**src/rtl/alu_mul_seq.sv**
```systemverilog
// -----------------------------------------------------------------------------
// alu_mul_seq
//
// Multi-cycle shift-add multiplier controller that borrows a single-cycle ALU.
// While idle the ALU belongs to the external requester (transparent mux).
// On start the controller takes the ALU and runs one ADD per multiplier bit.
// It then returns the low WIDTH bits of mul_a*mul_b on product with a
// one-cycle done pulse.
//
// Ports
//   clk, reset          : clock and synchronous active-high reset
//   start               : multiply request, sampled only in IDLE
//   mul_a, mul_b        : multiplicand / multiplier
//   busy                : high in RUN and DONE
//   done                : one-cycle pulse, product valid
//   product             : low WIDTH bits of the product, held until overwritten
//   ext_a, ext_b, ext_f : requester's ALU operands and function
//   ext_grant           : high in IDLE only; ext_* are then driving the ALU
//   ext_y, ext_zero     : ALU results forwarded unconditionally to requester
//   alu_a, alu_b, alu_f : to the ALU instance
//   alu_y, alu_zero     : from the ALU instance
// -----------------------------------------------------------------------------
module alu_mul_seq #(
    parameter int WIDTH      = 32,
    parameter bit EARLY_EXIT = 1'b0
) (
    input  logic             clk,
    input  logic             reset,
    input  logic             start,
    input  logic [WIDTH-1:0] mul_a,
    input  logic [WIDTH-1:0] mul_b,
    output logic             busy,
    output logic             done,
    output logic [WIDTH-1:0] product,
    input  logic [WIDTH-1:0] ext_a,
    input  logic [WIDTH-1:0] ext_b,
    input  logic [2:0]       ext_f,
    output logic             ext_grant,
    output logic [WIDTH-1:0] ext_y,
    output logic             ext_zero,
    output logic [WIDTH-1:0] alu_a,
    output logic [WIDTH-1:0] alu_b,
    output logic [2:0]       alu_f,
    input  logic [WIDTH-1:0] alu_y,
    input  logic             alu_zero
);

    localparam int CNT_W = (WIDTH > 1) ? $clog2(WIDTH) : 1;
    localparam logic [CNT_W-1:0] CNT_LAST = CNT_W'(WIDTH - 1);
    localparam logic [2:0]       F_ADD    = 3'b010;

    typedef enum logic [1:0] {
        ST_IDLE = 2'b00,
        ST_RUN  = 2'b01,
        ST_DONE = 2'b10
    } state_t;

    state_t           state_q, state_d;
    logic [WIDTH-1:0] p_q, p_d;       // partial product accumulator
    logic [WIDTH-1:0] m_q, m_d;       // multiplicand, shifted left each step
    logic [WIDTH-1:0] q_q, q_d;       // remaining multiplier, shifted right
    logic [CNT_W-1:0] cnt_q, cnt_d;   // iteration counter
    logic [WIDTH-1:0] product_q, product_d;

    logic [WIDTH-1:0] q_shift_s;      // multiplier after this step's shift
    logic [WIDTH-1:0] p_next_s;       // accumulator after this step's add
    logic             last_iter_s;

    // State and datapath registers with synchronous reset.
    always_ff @(posedge clk) begin
        if (reset) begin
            state_q   <= ST_IDLE;
            p_q       <= {WIDTH{1'b0}};
            m_q       <= {WIDTH{1'b0}};
            q_q       <= {WIDTH{1'b0}};
            cnt_q     <= {CNT_W{1'b0}};
            product_q <= {WIDTH{1'b0}};
        end else begin
            state_q   <= state_d;
            p_q       <= p_d;
            m_q       <= m_d;
            q_q       <= q_d;
            cnt_q     <= cnt_d;
            product_q <= product_d;
        end
    end

    // Next-state and datapath update for the shift-add sequence.
    always_comb begin
        state_d   = state_q;
        p_d       = p_q;
        m_d       = m_q;
        q_d       = q_q;
        cnt_d     = cnt_q;
        product_d = product_q;

        q_shift_s = q_q >> 1;
        // Only add when the current multiplier bit is set; the ALU is always
        // computing P+M while we own it, so the result is simply selected.
        if (q_q[0]) begin
            p_next_s = alu_y;
        end else begin
            p_next_s = p_q;
        end
        // With early exit, a multiplier with no bits left ends the run even
        // before all WIDTH steps; at least one RUN cycle always occurs.
        if ((cnt_q == CNT_LAST) || (EARLY_EXIT && (q_shift_s == {WIDTH{1'b0}}))) begin
            last_iter_s = 1'b1;
        end else begin
            last_iter_s = 1'b0;
        end

        case (state_q)
            ST_IDLE: begin
                if (start) begin
                    m_d     = mul_a;
                    q_d     = mul_b;
                    p_d     = {WIDTH{1'b0}};
                    cnt_d   = {CNT_W{1'b0}};
                    state_d = ST_RUN;
                end else begin
                    state_d = ST_IDLE;
                end
            end
            ST_RUN: begin
                p_d   = p_next_s;
                m_d   = m_q << 1;
                q_d   = q_shift_s;
                cnt_d = cnt_q + {{(CNT_W-1){1'b0}}, 1'b1};
                if (last_iter_s) begin
                    // Capture the accumulator including this final step so
                    // product is already valid in the DONE cycle.
                    product_d = p_next_s;
                    state_d   = ST_DONE;
                end else begin
                    state_d   = ST_RUN;
                end
            end
            ST_DONE: begin
                state_d = ST_IDLE;
            end
            default: begin
                state_d = ST_IDLE;
            end
        endcase
    end

    // ALU ownership mux and status decode from the state register.
    always_comb begin
        busy      = (state_q != ST_IDLE);
        done      = (state_q == ST_DONE);
        ext_grant = (state_q == ST_IDLE);
        product   = product_q;
        ext_y     = alu_y;
        ext_zero  = alu_zero;
        case (state_q)
            ST_IDLE: begin
                alu_a = ext_a;
                alu_b = ext_b;
                alu_f = ext_f;
            end
            default: begin
                alu_a = p_q;
                alu_b = m_q;
                alu_f = F_ADD;
            end
        endcase
    end

endmodule

```
**config.mk**
```make
export PLATFORM = sky130hd
export DESIGN_NAME = alu_mul_seq
export DESIGN_NICKNAME = d
export VERILOG_FILES = /design/src/rtl/alu_mul_seq.sv
export SDC_FILE = /design/constraint.sdc
export NUM_CORES = 1
export LEC_CHECK = 0
export BUFFER_PORTS_ARGS = -buffer_cell sky130_fd_sc_hd__buf_2
export CAP_MARGIN = 20
export CORE_MARGIN = 2
export CORE_UTILIZATION = 25
export CTS_CLUSTER_SIZE = 28
export DETAILED_ROUTE_END_ITERATION = 10
export HOLD_SLACK_MARGIN = 0.06
export PLACE_DENSITY = 0.59
export SLEW_MARGIN = 20
export SYNTH_ARGS = -nofsm -noshare
export SYNTH_HDL_FRONTEND = slang
export SYNTH_SLANG_ARGS = --single-unit
```
**constraint.sdc**
```tcl
create_clock -name clk -period 1.9 [get_ports clk]
set_clock_uncertainty 0.2 [all_clocks]
set_input_delay 0 -clock clk [delete_from_list [all_inputs] [get_ports clk]]
set_output_delay 0 -clock clk [all_outputs]
set_load 0.05 [all_outputs]
```
==> metrics.txt <==
status=finished, violations left; failing checks=DRC, setup timing; Comb pwr share=26.6%; Rel. slew slack=between 60% and 70%; clock sink total=between 100 and 150; core box area=between 20000 and 30000 um^2; area delta synth->final=67.8%; Switching Share=31.4%; synthesized-area fraction occupied by adder cells=less than 1%; CP Launch Point=state_q[0]$_SDFF_PP0_; Synth warnings=0; sw power=2.78 mW; Max Freq=a little over 500 MHz; ANT nets after route=0; Reg2Reg Launch Point=cnt_q[0]$_SDFFE_PP0P_; Yosys top cell by area=dfxtp_1; fin area=approximately 11000 um^2; Die Wd=167 um; FILL cells=roughly 2500; top post-synthesis cells by count=135 x dfxtp_1, 64 x inv_1, 59 x a21oi_1, 41 x o221a_2, 40 x buf_4; via density per instance=approximately 4.7; Synth top area share=about two fifths; row cnt=59; CP startpoint kind=flop; Place WS=-0.124 ns; vias=between 6000 and 7000; final worst path period share=104%; worst-path maximum fanout=12; element type at the critical path end=primary output; Final Critical Period=between 1.5 and 2 ns; clock transition at the registers of the reported paths=0.06 ns; vias in the first global route=6479; RSZ-0062 raised after global routing=true; async set or reset register ratio after synthesis=0%; Worst VDD drop=about 0.00055 V; Yosys reg bits=between 100 and 150; root buffer selected by CTS=clkbuf_16; worst r2r dst=product[20]$_SDFFE_PP0P_; CTS tree=yes; P_leak=4.90 nW; Least-Margin Pin Slew=0.491 ns; final hold violation count=0; syn_nets=between 800 and 900; top cells by area, synth=dfxtp_1 40%, o221a_2 6.9%, o2bb2ai_2 6.7%, mux2_2 5.9%, mux2i_1 5.1%; post-synthesis cell type count=44; Synth Area per Inst=~10 um^2; nets=1194; htree depth=4; main flop type after synthesis=dfxtp_1; GR Util All Layers=roughly 15%; Worst Slack Setup Final=-0.0847 ns; worst skew pair latency=slightly above 0.4 ns; CP arrival=1.78 ns; Slowest cell on crit path=mux2_2; initial antenna violation count=1; Flop pwr share=between 30% and 40%; clock power share=just under 40%; post-synthesis simple-gate area fraction=4.14%; Mapped Area=approximately 6700 um^2; largest net degree at the start of global routing=71; dpl cells=about 1200; met1 usage=roughly 19%; Pre-Repair DR Iteration Count=7; wire per inst=17.0 um; final core utilization=42.9%; detailed router's first-iteration violation count=364; M3 GR Usage=3.64%; CTS Buffer Depth=2; setup TNS=-2.19 ns; Top Usage Layer GRT=met2; Setup crit end=alu_a[25]; DIE HEIGHT=approximately 170 um; critical path data required time=1.70 ns; grt total ovfl=0; ratio of cells with drive above 1 in the final layout=about 53%; main combinational cell family by area after synthesis=compound AO/OA/AOI/OAI gates; xor and xnor area share after synthesis=0%; R2R depth=7; CP max stage delay=~0.36 ns; mux contribution to synthesized area=between 10 and 15%; global-route wire length before repair=34.7 mm; ANT cells=0; Post-route DRC=14; Placement Cell Area=8320 um^2; DP HPWL=between 10 and 15 mm; Starting Density=about a quarter; Post-synth EDFFs=0; flop-to-flop setup slack=-0.01 ns; final wirelength=roughly 23 mm; Syn Inst Count=~650; Worst Setup Path Type=reg -> out; Die ar.=28000 um^2; Slew Limit Fails=0; # IOs=approximately 300; IO buf count=roughly 300; cell-internal power=around 6.1 mW; Max-Cap Viols=0; Synth Area in Compound Gates=a little under a third; PwrDens=slightly below 800 nW/um^2; total CTS buffers=17; CP cell instances=or2_4 -> clkinv_8 -> buf_12 -> mux2_2 -> buf_6; GPL Wtd Cong=0.784; Worst Hold Class=in -> out; sequential fraction of the synthesis area=about two fifths; GRT met2 Usage=between 20% and 30%; Final setup viols=52; count leader, synth=dfxtp_1; Non-Filler Instances=1372
[kinds of logic (layout without fill, tap and decap cells)]
kind of cell | count (synthesis) | in the layout
AOI/OAI and AO/OA | 228 | 228
buffers and inverters | 155 | 546
adders and majority gates | 2 | 2
DFF | 135 | 135
and+or+nand+nor | 57 | 57
muxes | 69 | 69
[area by class of cell]
type	count	area [um^2]	area share, %
sequential	135	2710	24.2
clock buffer	17	425	3.80
timing repair buffer	450	3670	32.7
multi-input combinational	356	3550	31.7
tap	335	419	3.74
clock inverter	14	174	1.55
inverter	65	256	2.29
[through the flow]
| stage | hold WS, ns | power (mW) |
|---|---|---|
| 2_1_floorplan | -0.0673 | 4.44 |
| 3_3_place_gp | -0.199 | 4.86 |
| 3_5_place_dp | -0.199 | 4.87 |
| 4_1_cts | 0.128 | 8.79 |
| 5_1_grt | 0.138 | 9.20 |
| 6_report | 0.126 | 8.85 |
[cells in the final DEF, fill, tap and decap left out, drive strengths merged]
cell type,Yosys,routed
and3,1,1
a31oi,2,2
nand2,33,33
o21ba,1,1
o21ai,30,30
dfxtp,135,135
buf,83,347
bufinv,0,3
or2,1,1
nand3,3,3
inv,65,67
a22o,32,32
o21bai,1,1
a22oi,2,2
o2bb2ai,32,32
nand3b,1,1
ha,2,2
mux2i,34,34
and2,2,2
nor3b,1,1
nor2,8,8
o221a,61,61
clkbuf,7,21
a211oi,2,2
dlygate4sd3,0,99
nor3,1,1
a32oi,2,2
clkinvlp,0,4
nand2b,2,2
clkinv,0,5
a21oi,63,63
or3,3,3
and2b,1,1
mux2,35,35
[worst min-delay path by stage]
stage	startpoint	end	slack, ns	cells after the start
finish	ext_b[23]	alu_b[23]	0.13	4
global route	ext_b[11]	alu_b[11]	0.14	4
CTS	ext_b[11]	alu_b[11]	0.13	4
detailed placement	alu_zero	ext_zero	-0.20	0
global placement	alu_zero	ext_zero	-0.20	0
floorplan	alu_y[0]	p_q[0]$_SDFFE_PP0P_	-0.07	1
[registers in the layout, summed over array words and instances (netlist names)]
register and cells:
product 32, q_q 32, p_q 32, state_q 2
m_q 32, cnt_q 5
[power by group through the flow]
stage                     logic (mW)  clock network (mW)  registers [mW]
final                           2.35                3.43            3.07
after detailed placement        1.75                   0            3.12
after global routing            2.48                3.64            3.08
after floorplan                 1.34                   0            3.10
after CTS                       2.21                3.52            3.06
after global placement          1.74                   0            3.12
[routing by layer]
metal	vias to the layer above	routed length (um)
li1	3080	-
met1	3047	10000
met2	249	11300
met3	57	1230
met4	2	713
met5	-	11
[critical path, delay by kind of cell, from the launching register on]
| kind | cells | cell delay [ns] |
|---|---|---|
| buf+inv | 3 | 0.41 |
| simple gates | 1 | 0.27 |
| mux | 1 | 0.36 |
| flops | 1 | 0.32 |
[timing repair]
action                                 CTS  global route
endpoints found under the hold margin  135             0
pin swaps                                1            42
setup buffers                            8             4
setup endpoints to repair               99            95
cloned                                   7             3
hold buffers                            99             0
resized for setup                      177            88
Note: power is estimated with default switching activity, not from simulation.
